### src/rtl/data_bus_bridge.sv
// Bridges the CPU data port (combinational read, single-cycle write) onto a waitrequest/readdatavalid bus,
// stalling the CPU until each access completes. Define WRITE_POSTING_EN to let stores retire without stalling.
module data_bus_bridge #(
  parameter int unsigned TIMEOUT_CYCLES = 255
) (
  input  logic        clk,
  input  logic        reset,
  input  logic [31:0] cpu_address,
  input  logic        cpu_read,
  input  logic        cpu_write,
  input  logic [31:0] cpu_writedata,
  output logic [31:0] cpu_readdata,
  output logic        cpu_stall,
  output logic [31:0] bus_address,
  output logic        bus_read,
  output logic        bus_write,
  output logic [31:0] bus_writedata,
  output logic [3:0]  bus_byteenable,
  input  logic        bus_waitrequest,
  input  logic [31:0] bus_readdata,
  input  logic        bus_readdatavalid,
  output logic        bus_error
);

  typedef enum logic [2:0] {
    IDLE    = 3'd0,
    RD_REQ  = 3'd1,
    RD_WAIT = 3'd2,
    WR_REQ  = 3'd3,
    DONE    = 3'd4
  } state_t;

  localparam logic [15:0] TO_LAST = 16'(TIMEOUT_CYCLES - 1);

  state_t      state_q;
  logic [15:0] cnt_q;
  logic [15:0] cnt_inc;
  logic [31:0] bus_address_q;
  logic [31:0] bus_writedata_q;
  logic [31:0] cpu_readdata_q;
  logic        bus_read_q;
  logic        bus_write_q;
  logic        bus_error_q;
  logic        timeout;

  // The counter sits one below the limit on the last permitted cycle, so a
  // bus state lasts exactly TIMEOUT_CYCLES cycles before aborting.
  assign cnt_inc = (cnt_q == 16'hFFFF) ? cnt_q : cnt_q + 16'd1;
  assign timeout = (cnt_q >= TO_LAST);

  always_ff @(posedge clk) begin
    if (reset) begin
      state_q         <= IDLE;
      cnt_q           <= 16'd0;
      bus_address_q   <= 32'd0;
      bus_writedata_q <= 32'd0;
      cpu_readdata_q  <= 32'd0;
      bus_read_q      <= 1'b0;
      bus_write_q     <= 1'b0;
      bus_error_q     <= 1'b0;
    end else begin
      case (state_q)
        IDLE: begin
          cnt_q <= 16'd0;
          if (cpu_write) begin
            bus_address_q   <= cpu_address;
            bus_writedata_q <= cpu_writedata;
            bus_write_q     <= 1'b1;
            state_q         <= WR_REQ;
          end else if (cpu_read) begin
            bus_address_q <= cpu_address;
            bus_read_q    <= 1'b1;
            state_q       <= RD_REQ;
          end
        end
        RD_REQ: begin
          if (!bus_waitrequest) begin
            bus_read_q <= 1'b0;
            cnt_q      <= 16'd0;
            state_q    <= RD_WAIT;
          end else if (timeout) begin
            bus_read_q     <= 1'b0;
            bus_error_q    <= 1'b1;
            cpu_readdata_q <= 32'hFFFF_FFFF;
            cnt_q          <= 16'd0;
            state_q        <= DONE;
          end else begin
            cnt_q <= cnt_inc;
          end
        end
        RD_WAIT: begin
          if (bus_readdatavalid) begin
            cpu_readdata_q <= bus_readdata;
            cnt_q          <= 16'd0;
            state_q        <= DONE;
          end else if (timeout) begin
            bus_error_q    <= 1'b1;
            cpu_readdata_q <= 32'hFFFF_FFFF;
            cnt_q          <= 16'd0;
            state_q        <= DONE;
          end else begin
            cnt_q <= cnt_inc;
          end
        end
        WR_REQ: begin
          if (!bus_waitrequest || timeout) begin
            bus_write_q <= 1'b0;
            cnt_q       <= 16'd0;
            if (bus_waitrequest) begin
              bus_error_q <= 1'b1;
            end
`ifdef WRITE_POSTING_EN
            state_q <= IDLE;
`else
            state_q <= DONE;
`endif
          end else begin
            cnt_q <= cnt_inc;
          end
        end
        DONE: begin
          cnt_q   <= 16'd0;
          state_q <= IDLE;
        end
        default: begin
          bus_read_q  <= 1'b0;
          bus_write_q <= 1'b0;
          cnt_q       <= 16'd0;
          state_q     <= IDLE;
        end
      endcase
    end
  end

  always_comb begin
    cpu_stall = 1'b0;
    if (!reset) begin
      case (state_q)
`ifdef WRITE_POSTING_EN
        // A posted store lets the CPU run on; anything it issues next waits for the write.
        IDLE:    cpu_stall = cpu_read & ~cpu_write;
        WR_REQ:  cpu_stall = cpu_read | cpu_write;
`else
        IDLE:    cpu_stall = cpu_read | cpu_write;
        WR_REQ:  cpu_stall = 1'b1;
`endif
        RD_REQ:  cpu_stall = 1'b1;
        RD_WAIT: cpu_stall = 1'b1;
        default: cpu_stall = 1'b0;
      endcase
    end
  end

  assign cpu_readdata   = cpu_readdata_q;
  assign bus_address    = bus_address_q;
  assign bus_read       = bus_read_q;
  assign bus_write      = bus_write_q;
  assign bus_writedata  = bus_writedata_q;
  assign bus_byteenable = 4'hF;
  assign bus_error      = bus_error_q;

endmodule

### config.mk
export PLATFORM = sky130hd
export DESIGN_NAME = data_bus_bridge
export DESIGN_NICKNAME = d
export VERILOG_FILES = /design/src/rtl/data_bus_bridge.sv
export SDC_FILE = /design/constraint.sdc
export NUM_CORES = 1
export LEC_CHECK = 0
export BUFFER_PORTS_ARGS = -buffer_cell sky130_fd_sc_hd__buf_2
export CAP_MARGIN = 20
export CORE_MARGIN = 2
export CORE_UTILIZATION = 35
export CTS_BUF_LIST = sky130_fd_sc_hd__clkbuf_4 sky130_fd_sc_hd__clkbuf_8
export DETAILED_ROUTE_END_ITERATION = 16
export MAX_ROUTING_LAYER = met4
export PLACE_DENSITY = 0.66
export SKIP_CTS_REPAIR_TIMING = 1
export SYNTH_ARGS = -nofsm -noshare
export SYNTH_HDL_FRONTEND = slang
export SYNTH_SLANG_ARGS = --single-unit
export TNS_END_PERCENT = 5
### constraint.sdc
create_clock -name clk -period 1.7 [get_ports clk]
set_input_delay 0 -clock clk [delete_from_list [all_inputs] [get_ports clk]]
set_output_delay 0 -clock clk [all_outputs]
set_load 0.01 [all_outputs]
==> impl_metrics.ini, run 1 <==
[cells_and_area]
design_area_um2 = 7330
diodes = 0
drive_gt1_frac = 0.345
area_growth_pct = 60.5
final_nets = 948
layout_common_cells = buf_2 (200), nand2_1 (134), dfxtp_1 (115)
final_cells = 1029
final_common_cell = buf_2

[setup_path]
worst-path-stages = 5
cp_num_buf_inv = 1
crit_family = compound AO/OA/AOI/OAI gates
slowest_stage = dfxtp_1
cp.required_ns = 2.04
cp.arrival_ns = 1.95
criticalPathCategory = reg -> reg
cp-end-kind = flip-flop
cpPeakStageDelay_ns = 0.43
cp_max_fo = 12
crit_path_cell_trace = nand2_1 > o311ai_4 > nand2_4 > buf_12 > a211oi_1
setup.worst_path.start_class = flip-flop
reg2reg_depth = 5

[power]
power_w = 0.00807
internal_power_w = 0.00580
power.density_nw_per_um2 = 1100
combPwrFrac = 0.235
switching_power_w = 0.00228
vdd_drop_max_mv = 0.521
p_leak_nw = 3.27
p_sw_frac = 0.282
clock_power_share = 0.357
seq_power_share = 0.408

[placement]
portBuffers = 201
hpwl_mm = 8.50
gp_congestion = 0.780
placedCellCount = 897
dpl_cell_area_um2 = 5840

[timing]
min_period_ns = 1.60
rsz0062_at_grt = true
fin_skew_ns = 0.00973
worstMarginPinSlew_ns = 0.566
slew_violations = 0
fin_tns_setup_ns = 0
slew_headroom = 0.622
setup_viol = 0
finalHoldViolCount = 0
max_freq_mhz = 623
fin_crit_sh = 0.944

[logic_synthesis]
synth_cell_types = 41
syn_area_um2 = 4570
synth_area_per_cell_um2 = 8.48
synth_ff_type = dfxtp_1
syn_inst = 539
synth_seq_area_share = 0.517
ys_ff_latch = 118
postSynth.asyncResetShare = 0
synth_warnings = 0
synth_edf_count = 0

[run_status]
outcome = complete, no violations

[clock_network]
cts_tree = built
clock_path_buffers = 2
clk_pin_slew_ns = 0.07
htree_levels = 4
worstSkewPairLatency_ns = 0.43
cts.sink_count = 118
cts_made_buffers = 17
root_buffer = clkbuf_8

[global_routing]
grt_overflow_total = 0
grt_usage = 0.174
antenna_found_initial = 0
grt_pass1_wl_mm = 19.4
grt_start_max_net_pins = 101
grt_pass1_vias = 4282

[flow_run]
maxCapViolations = 0

[route]
wl_mm = 13.6
first_pass_iters = 4
drc = 0
num_vias = 4898
drt-wirelength-per-cell_um = 13.2
vias_per_cell = 4.76
first_iter_violations = 351
final_antenna_net_count = 0

[floorplanning]
fp.dieW_um = 118
die-height_um = 118
fp-row-count = 41
ios = 206
dieArea_um2 = 14000
initial_core_util = 0.361
coreArea_um2 = 12700

[hold_path]
hold_path.class = in -> reg
holdPathStages = 3
==> logic make-up after synthesis <==
| kind of cell | share of synthesized area |
|---|---|
| other | 0.00164 |
| and+or+nand+nor | 0.228 |
| AOI/OAI and AO/OA | 0.198 |
| adders and majority gates | 0.00548 |
| xor gates and xnor gates | 0.00192 |
| buffers and inverters | 0.0479 |
| DFF | 0.517 |
==> power groups by stage <==
stage	sequential, W	combinational [W]	clock [W]
finish	0.00330	0.00190	0.00288
global route	0.00334	0.00207	0.00309
CTS	0.00329	0.00170	0.00295
detailed placement	0.00335	0.00170	0
global placement	0.00333	0.00166	0
floorplan	0.00348	0.000868	0
==> stage by stage <==
stage	setup WS, ns	utilization	hold WS [ns]
4_1_cts	-0.0170	0.496	-0.232
6_report	0.0959	0.579	0.00782
2_1_floorplan	0.139	-	0.136
3_5_place_dp	-0.0158	0.461	0.248
5_1_grt	-0.0276	0.579	0.0230
3_3_place_gp	0.0495	0.461	0.240
==> layout make-up <==
type | count | area, um2
clock buffer | 24 | 312
clock inverter | 8 | 144
fill | 1090 | 5340
inverter | 5 | 18.8
multi-input combinational | 384 | 2070
sequential | 118 | 2370
tap | 172 | 215
timing repair buffer | 318 | 2210
==> tightest hold or removal path, cell delays in order <==
cell and delay [ns]:
buf_2 0.15, o21ai_0 0.17, a21boi_1 0.07
==> state kept, by name, indices dropped and copies added, names as in the netlist <==
register       flops
state_q            3
bus_write          1
bus_address       32
bus_writedata     32
cpu_readdata      32
bus_read           1
cnt_q             16
bus_error          1
==> cells in the mapped netlist (2+ instances only) <==
cell type,number,area (um2)
nor3_1,7,35.0
nor4_2,3,37.5
a211oi_1,5,37.5
a211oi_2,29,363
o21ai_0,2,10.0
buf_6,3,33.8
buf_2,7,35.0
conb_1,2,7.51
nor2_1,79,297
dfxtp_1,118,2360
ha_1,2,25.0
a21oi_1,69,345
buf_4,4,30.0
inv_1,5,18.8
a31oi_1,5,31.3
or4_1,3,22.5
nand2b_1,4,25.0
nand2_1,134,503
clkbuf_1,27,101
o31ai_1,2,15.0
nand4_1,3,18.8
nand3_1,6,30.0
o21ai_1,2,10.0
==> worst paths after layout <==
kind                          start                end  slack, ns
setup reg to reg           cnt_q[3]    cpu_readdata[3]        0.1
hold reg to reg   bus_writedata[18]  bus_writedata[18]       0.45
hold / removal            cpu_write         state_q[0]      0.008
setup / recovery           cnt_q[3]    cpu_readdata[3]        0.1
==> routing by layer <==
layer / up-vias / GRT usage / wire [um]
met4: 0 / 0.0655 / 378
met2: 201 / 0.281 / 6890
met3: 40 / 0.0666 / 974
met1: 2249 / 0.196 / 5390
met5: - / - / 0
li1: 2408 / - / -
Note: power is estimated with default switching activity, not from simulation.
==> run 2, diff against run 1 <==
CORE_UTILIZATION = 44   (was 35)
PLACE_DENSITY = 0.8   (was 0.66)
==> impl_metrics.ini, run 2 (same netlist as run 1, synthesis figures left out) <==
[timing]
rsz0062_at_grt = true
max_freq_mhz = 576
slew_headroom = 0.607
finalHoldViolCount = 0
setup_viol = 1
fin_skew_ns = 0.0124
layout_setup_ws_ns = -0.0366
worstMarginPinSlew_ns = 0.584
min_period_ns = 1.74
fin_crit_sh = 1.02
slew_violations = 0

[setup_path]
setup.worst_path.start_class = flip-flop
rrSetupSlack_ns = -0.04
cp_max_fo = 17
slowest_stage = dfxtp_2
reg2reg_depth = 8
r2r_end = cpu_readdata[4]
worstSetupStartpoint = cnt_q[0]
cp.required_ns = 2.02
rr_startpoint = cnt_q[0]
cp.arrival_ns = 2.06
crit_path_cell_trace = inv_2 > ha_1 > nor2_1 > buf_4 > o311ai_4 > nand2_4 > buf_12 > a211oi_1
criticalPathCategory = reg -> reg
cp-end-kind = flip-flop
cpPeakStageDelay_ns = 0.34

[route]
drc = 0
wl_mm = 14.9
drt-wirelength-per-cell_um = 14.9
num_vias = 5011
vias_per_cell = 5.04
final_antenna_net_count = 0
first_pass_iters = 7
first_iter_violations = 385

[hold_path]
worstHoldStart = bus_readdatavalid
holdPathStages = 4
hold_path.class = in -> reg
hold-path-endpoint = state_q[1]

[cells_and_area]
final-seq-area_um2 = 2370
final_cells = 995
final_common_cell = buf_2
final_nets = 950
fin_util = 0.712
fillers = 735
multi_input_area_um2 = 2060
layout_common_cells = buf_2 (200), nand2_1 (134), dfxtp_1 (113)
area_growth_pct = 58.6
drive_gt1_frac = 0.349
diodes = 0

[global_routing]
grt_pass1_vias = 4109
grt_overflow_total = 0
grt_pass1_wl_mm = 18.8
grt_usage = 0.214
antenna_found_initial = 0
grt_start_max_net_pins = 101

[clock_network]
cts_made_buffers = 17
clk_pin_slew_ns = 0.08
htree_levels = 4
cts.sink_count = 118
clock_path_buffers = 2
cts_tree = built
root_buffer = clkbuf_8
worstSkewPairLatency_ns = 0.42

[floorplanning]
initial_core_util = 0.449
die-height_um = 106
ios = 206
dieArea_um2 = 11200
fp-row-count = 37
fp.dieW_um = 106
coreArea_um2 = 10200

[run_status]
violations = negative setup slack
outcome = finished with violations

[power]
p_leak_nw = 3.25
power.density_nw_per_um2 = 1090
vdd_drop_max_mv = 0.556

[placement]
portBuffers = 201
placedCellCount = 863
hpwl_mm = 8.47
gp_congestion = 0.826

[flow_run]
maxCapViolations = 0
run 2: metal layers:
layer | part of all wire | GRT usage
met1 | 0.37 | 0.231
met5 | 0 | -
met2 | 0.54 | 0.377
met4 | 0.021 | 0.0799
met3 | 0.067 | 0.0576
run 2: layout make-up:
cell class / count / area share
sequential: 118 / 0.327
timing repair buffer: 320 / 0.306
multi-input combinational: 384 / 0.284
clock buffer: 18 / 0.0333
clock inverter: 14 / 0.0242
tap: 136 / 0.0235
inverter: 5 / 0.00259
run 2: power by group:
group / switching [W] / total [W] / internal [W]
logic: 0.00104 / 0.00193 / 0.000886
clock network: 0.00116 / 0.00264 / 0.00148
registers: 0.000202 / 0.00331 / 0.00311
run 2: worst max-delay path by stage:
stage,end,slack [ns],cells after the start
after detailed placement,cpu_readdata[3],0.008,8
after floorplan,cnt_q[1],0.14,4
final,cpu_readdata[4],-0.04,8
after CTS,cpu_readdata[3],-0.008,8
after global routing,cpu_readdata[4],-0.08,5
after global placement,cnt_q[1],0.09,4
run 2: metrics by stage:
| step | worst slack [ns] | cell area [um2] | TNS (ns) | total power (W) | hold slack (ns) |
|---|---|---|---|---|---|
| floorplan | 0.139 | 4600 | 0 | 0.00435 | 0.136 |
| global placement | 0.0918 | 5790 | 0 | 0.00497 | 0.240 |
| detailed placement | 0.00797 | 5790 | 0 | 0.00503 | 0.247 |
| CTS | -0.00815 | 6210 | -0.00886 | 0.00768 | -0.219 |
| global route | -0.0837 | 7250 | -0.359 | 0.00828 | 0.0763 |
| finish | -0.0366 | 7250 | -0.0366 | 0.00788 | 0.0700 |
run 2: worst max-delay path, delay by kind of cell, from the launching register on:
| family | cells | cell delay [ns] |
|---|---|---|
| flops | 1 | 0.34 |
| compound gates | 2 | 0.58 |
| simple gates | 2 | 0.18 |
| buf+inv | 3 | 0.38 |
| fa+ha+maj | 1 | 0.15 |
